==> config.mk <==
export PLATFORM = sky130hd
export DESIGN_NAME = mux2_chip_tester
export DESIGN_NICKNAME = d
export VERILOG_FILES = /design/src/rtl/mux2_chip_tester.sv
export SDC_FILE = /design/constraint.sdc
export NUM_CORES = 1
export LEC_CHECK = 0
export CAP_MARGIN = 20
export CORE_MARGIN = 2
export CORE_UTILIZATION = 47
export CTS_BUF_LIST = sky130_fd_sc_hd__clkbuf_4 sky130_fd_sc_hd__clkbuf_8 sky130_fd_sc_hd__clkbuf_16
export CTS_CLUSTER_SIZE = 10
export DETAILED_ROUTE_END_ITERATION = 10
export PLACE_DENSITY_LB_ADDON = 0.25
export SYNTH_ARGS = -nofsm -noshare
export SYNTH_HDL_FRONTEND = slang
export SYNTH_SLANG_ARGS = --single-unit
==> constraint.sdc <==
create_clock -name clock -period 2.2 [get_ports clock]
set_input_delay 0.55 -clock clock [delete_from_list [all_inputs] [get_ports clock]]
set_output_delay 0.55 -clock clock [all_outputs]
set_load 0.01 [all_outputs]
==> src/rtl/mux2_chip_tester.sv <==
// Stimulus/response stage that walks a 2:1 mux through all 8 {s,y,x} vectors and counts mismatches.
// Optional first-failure capture is enabled with `define MUX2_TESTER_FIRST_FAIL_EN.
module mux2_chip_tester #(
  parameter int SETTLE_CYCLES = 2
) (
  input  logic       clock,
  input  logic       reset,
  input  logic       start,
  input  logic       m_in,
  output logic       x_out,
  output logic       y_out,
  output logic       s_out,
  output logic       busy,
  output logic       done,
  output logic       pass,
  output logic [3:0] err_count,
  output logic [2:0] vector,
  output logic [1:0] fsm_state
`ifdef MUX2_TESTER_FIRST_FAIL_EN
  ,
  output logic       first_fail_valid,
  output logic [2:0] first_fail_vec
`endif
);

  typedef enum logic [1:0] {
    IDLE   = 2'd0,
    SETTLE = 2'd1,
    CHECK  = 2'd2,
    DONE   = 2'd3
  } state_t;

  localparam logic [3:0] SETTLE_LAST = 4'(SETTLE_CYCLES - 1);

  state_t     state;
  state_t     state_next;
  logic [3:0] settle_cnt;
  logic       accept;
  logic       expected;
  logic       mismatch;

  always_ff @(posedge clock) begin
    if (reset) state <= IDLE;
    else       state <= state_next;
  end

  always_comb begin
    state_next = state;
    accept     = 1'b0;
    mismatch   = 1'b0;
    expected   = vector[2] ? vector[1] : vector[0];
    case (state)
      IDLE, DONE: begin
        if (start) begin
          accept     = 1'b1;
          state_next = SETTLE;
        end
      end
      SETTLE: begin
        if (settle_cnt == SETTLE_LAST) state_next = CHECK;
      end
      CHECK: begin
        mismatch   = (m_in != expected);
        state_next = (vector == 3'd7) ? DONE : SETTLE;
      end
      default: state_next = IDLE;
    endcase
  end

  // The drive outputs are the vector register itself, so they only move on the start edge or when leaving CHECK.
  always_ff @(posedge clock) begin
    if (reset) begin
      vector     <= 3'd0;
      err_count  <= 4'd0;
      settle_cnt <= 4'd0;
    end else if (accept) begin
      vector     <= 3'd0;
      err_count  <= 4'd0;
      settle_cnt <= 4'd0;
    end else if (state == SETTLE) begin
      settle_cnt <= settle_cnt + 4'd1;
    end else if (state == CHECK) begin
      if (mismatch) err_count <= err_count + 4'd1;
      if (vector != 3'd7) begin
        vector     <= vector + 3'd1;
        settle_cnt <= 4'd0;
      end
    end
  end

`ifdef MUX2_TESTER_FIRST_FAIL_EN
  always_ff @(posedge clock) begin
    if (reset || accept) begin
      first_fail_valid <= 1'b0;
      first_fail_vec   <= 3'd0;
    end else if (mismatch && !first_fail_valid) begin
      first_fail_valid <= 1'b1;
      first_fail_vec   <= vector;
    end
  end
`endif

  assign {s_out, y_out, x_out} = vector;
  assign busy      = (state == SETTLE) || (state == CHECK);
  assign done      = (state == DONE);
  assign pass      = done && (err_count == 4'd0);
  assign fsm_state = state;

endmodule
# == Word level (Yosys, flattened, before mapping) ==
# Index checks and enable logic that the tools add are counted.
# word_totals
regBits,13
latchBits,0
ramBits,0
mem_bits_ro,0
output_inout_bits,15
mem_count,0
# classes
add_sub_neg,3
n_mul,0
div,0
magnitude_cmp,0
eq_ne,9
shift,0
muxes,11
bitwise,1
reduce_logical,12
# op_table
operator,count
two-way mux 4 bit,3
adder 4 x 1 -> 4 bit (second input constant),2
two-way mux 2 bit,3
one-hot mux 2 bit (3 select lines),1
AND reduction 3 bit,2
== test 2 bit (second input constant),2
== test 4 x 1 -> 1 bit (second input constant),1
logical NOT 4 bit,1
two-way mux 1 bit,4
!= test 2 bit (second input constant),2
AND reduction 2 bit,2
nonzero test 2 bit,2
OR reduction 2 bit,2
adder 3 x 1 -> 3 bit (second input constant),1
== test 3 bit (second input constant),1
!= test 3 bit (second input constant),1
== test 2 x 1 -> 1 bit (second input constant),1
logical NOT 2 bit,1
logical AND 1 bit,1
logical OR 1 bit,1
!= test 1 bit,1
inverter 1 bit,1

# == Depth between registers and ports, before layout ==
# logic_depth
ltp_word,4
ltp_mapped,8

# == Worst setup path before layout ==
# No wires, ideal clock.
# synth_timing
path_type,register -> register
from,register state[1] (netlist: fsm_state[1])
to,register err_count[3]
setup_time_ps,123
arrival_time_ps,1806
t_required_ps,2077
setup_slack_ps,270
stages_incl_launch_ff,7
n_path_buf,0
synth_period_minus_slack_ps,1930
cell_sequence,dfxtp_1 > inv_1 > ha_1 > or3b_4 > mux2i_4 > nand4_1 > mux2_1
# synth_via
elab_chain_len,4
# synth_lines
item,line,text
start: declaration,35,state_t state;
start signal: assignment,44,else state <= state_next;
== test 2 bit / logical NOT 2 bit (equally long branches),52,case (state)
OR reduction 2 bit,52,
two-way mux 1 bit,52,
OR reduction 2 bit (no line),-,
end signal: assignment,83,if (mismatch) err_count <= err_count + 4'd1;
end: declaration,16,"output logic [3:0] err_count,"
# Several ways; a longest one is shown, not always the timed one.
# A chain may end at the register's enable or synchronous reset.

# == Worst setup path in the final report ==
# layout_timing
from,register state[0] (netlist: fsm_state[0])
to,output done
# layout_via
elab_chain_len,1
# layout_lines
item,line,text
== test 2 bit,105,assign done = (state == DONE);
end: declaration,14,"output logic done,"
# Every way passes these cells.

==> impl_metrics.json <==
{
  "finalCritPeriodShare_pct": 88.3,
  "drt-initial-drc-count": 10,
  "drive_gt1_share_pct": 11.8,
  "skew_ns": 0.00431,
  "ys_seq_area_share_pct": 32.7,
  "postSynthAreaPerCell_sq_um": 8.96,
  "hold_slack_ns": 0.519,
  "yosys_warnings": 0,
  "routed_via_density": 5.25,
  "cp.required_ns": 1.65,
  "cts_root_buffer": "clkbuf_4",
  "num_io_pins": 19,
  "final_hold_viol_count": 0,
  "die_w_um": 45.2,
  "utilization_pct": 67.0,
  "overflow": 0,
  "period_needed_ns": 1.94,
  "grt_pass1_vias": 577,
  "hp-class": "register to register",
  "area_growth_pct": 29.7,
  "cts_setup_buffers": 0,
  "clk_pin_slew_ns": 0.08,
  "crit_type": "register to output pin",
  "crit_arrival_ns": 1.39,
  "synth_seq_cells": 13,
  "netlist_top_cells_area": "dfxtp_1 33%, ha_1 17%, nor2_1 6.6%, mux2i_1 5.0%, inv_1 4.2%",
  "clk_latency_ns": 0.28,
  "hold_buffers": 0,
  "antenna_found_initial": 0,
  "initial_utilization_pct": 51.7,
  "antennaDiodeCount": 0,
  "hpwl_mm": 1.18,
  "slew_headroom_pct": 79.1,
  "peakVddDrop_v": 0.000342,
  "rsz0062_at_grt": "no",
  "die_height_um": 45.2,
  "synthCells": 89,
  "grt_pass1_wl_mm": 2.46,
  "synth.cell_area_sq_um": 797,
  "start_kind": "register",
  "path_max_fanout": 6,
  "yosys.cell_types.count": 28,
  "detail-route-antenna-nets": 0,
  "htree_levels": 1,
  "die_area_sq_um": 2040,
  "fin_setup_tns_ns": 0,
  "layout.cells.non_filler": 126,
  "grt_start_max_net_pins": 10,
  "critPathCaptureType": "output pin",
  "drt-total-wl_mm": 1.48,
  "yosys.area.top_type": "dfxtp_1",
  "maxCapViolCount": 0,
  "portBuffers": 18,
  "core_area_sq_um": 1540,
  "p_leak_nw": 0.453,
  "firstDrtPassIters": 4,
  "max_freq_mhz": 515,
  "fin_nets": 126,
  "layout_common_cells": "16 x clkdlybuf4s50_1, 14 x nor2_1, 11 x ha_1, 11 x dfxtp_1, 9 x inv_1",
  "status": "complete, no violations",
  "placed_cells": 122,
  "place_congestion": 0.841,
  "drv_slew": 0,
  "final_common_cell": "clkdlybuf4s50_1",
  "worstMarginPinSlew_ns": 0.305,
  "cts_tree": "done",
  "clkSinkCount": 13,
  "vias": 661,
  "drcViolationCount": 0,
  "rows": 14,
  "numCtsBuffers": 3,
  "power_density_nw_per_um2": 666,
  "setup_viol": 0,
  "grt_usage_pct": 17.0,
  "clk_path_buf_depth": 2,
  "synth.net_count": 104,
  "wl_per_cell_um": 11.8,
  "synth_top_area_share_pct": 32.7
}
==> cell usage after synthesis <==
master,n
nand3b_1,1
nor3b_1,1
nor3_1,3
o21ai_0,1
buf_4,3
o21ba_1,1
nand2_1,3
a211o_1,1
nor2b_1,2
nand4_1,1
nand3_1,2
a22oi_1,1
or3b_1,1
inv_1,9
a21o_1,2
a2bb2oi_1,1
mux2_2,1
mux2i_4,1
nor2_1,14
mux2_1,1
clkbuf_1,2
ha_1,11
mux2i_1,4
xnor2_1,2
a211oi_1,2
a21oi_1,4
dfxtp_1,13
or3b_4,1
==> state kept, by name, indices dropped and copies added, names as in the netlist <==
register and count:
err_count 4, settle_cnt 4, fsm_state 2, vector 3
==> worst paths after layout <==
kind,endpoint,depth (start not counted),startpoint,slack (ns)
hold reg to reg,settle_cnt[2]$_SDFFE_PP0P_,2,settle_cnt[2]$_SDFFE_PP0P_,0.52
setup / recovery,done,2,fsm_state[0]$_SDFFE_PP0P_,0.26
setup reg to reg,err_count[3]$_SDFFE_PP0P_,6,fsm_state[1]$_SDFFE_PP0P_,0.41
hold / removal,settle_cnt[2]$_SDFFE_PP0P_,2,settle_cnt[2]$_SDFFE_PP0P_,0.52
==> cells by family after synthesis <==
logic type / after synthesis / share of synthesized area (%)
buffers and inverters: 14 / 8.01
AND/OR/NAND/NOR: 29 / 17.9
adder cells (fa/ha/maj): 11 / 17.3
multiplexers: 7 / 10.7
AO/OA/AOI/OAI: 13 / 11.3
flip-flops: 13 / 32.7
XOR/XNOR: 2 / 2.20
==> stage by stage <==
stage | area, sq um | power (mW) | setup WS, ns
final | 1030 | 0.688 | 0.258
after CTS | 1030 | 0.698 | 0.0193
after detailed placement | 997 | 0.535 | 0.0695
after global routing | 1030 | 0.736 | 0.214
after floorplan | 797 | 0.428 | 0.270
after global placement | 997 | 0.531 | 0.139
==> routing by layer <==
metal | vias up | track usage [%] | wire (um)
li1 | 337 | - | -
met1 | 296 | 22.2 | 719
met2 | 21 | 26.0 | 648
met3 | 7 | 2.80 | 73
met4 | 0 | 10.6 | 42
met5 | - | 0 | 0
==> power breakdown <==
part | internal [mW] | leakage (nW) | switching, mW
clock | 0.0828 | 0.0184 | 0.0806
sequential | 0.253 | 0.106 | 0.0200
combinational | 0.120 | 0.328 | 0.132
==> critical path: stages (launching register included) <==
cell and delay [ns]:
dfxtp_4 0.38, ha_1 0.18, clkdlybuf4s50_1 0.56
==> layout make-up <==
cell class              count  area [sq um]
clock buffers               4          30.0
inverters                   9          33.8
well taps                  16          20.0
multi-input cells          62           473
fillers                   132           508
repair buffers             22           211
flip-flops and latches     13           265
==> repair_timing <==
action	4_1_cts	5_1_grt
gates resized for setup	3	2
endpoints found under the setup margin	2	1
hold endpoints to repair	0	0
(Power assumes the default switching activity.)
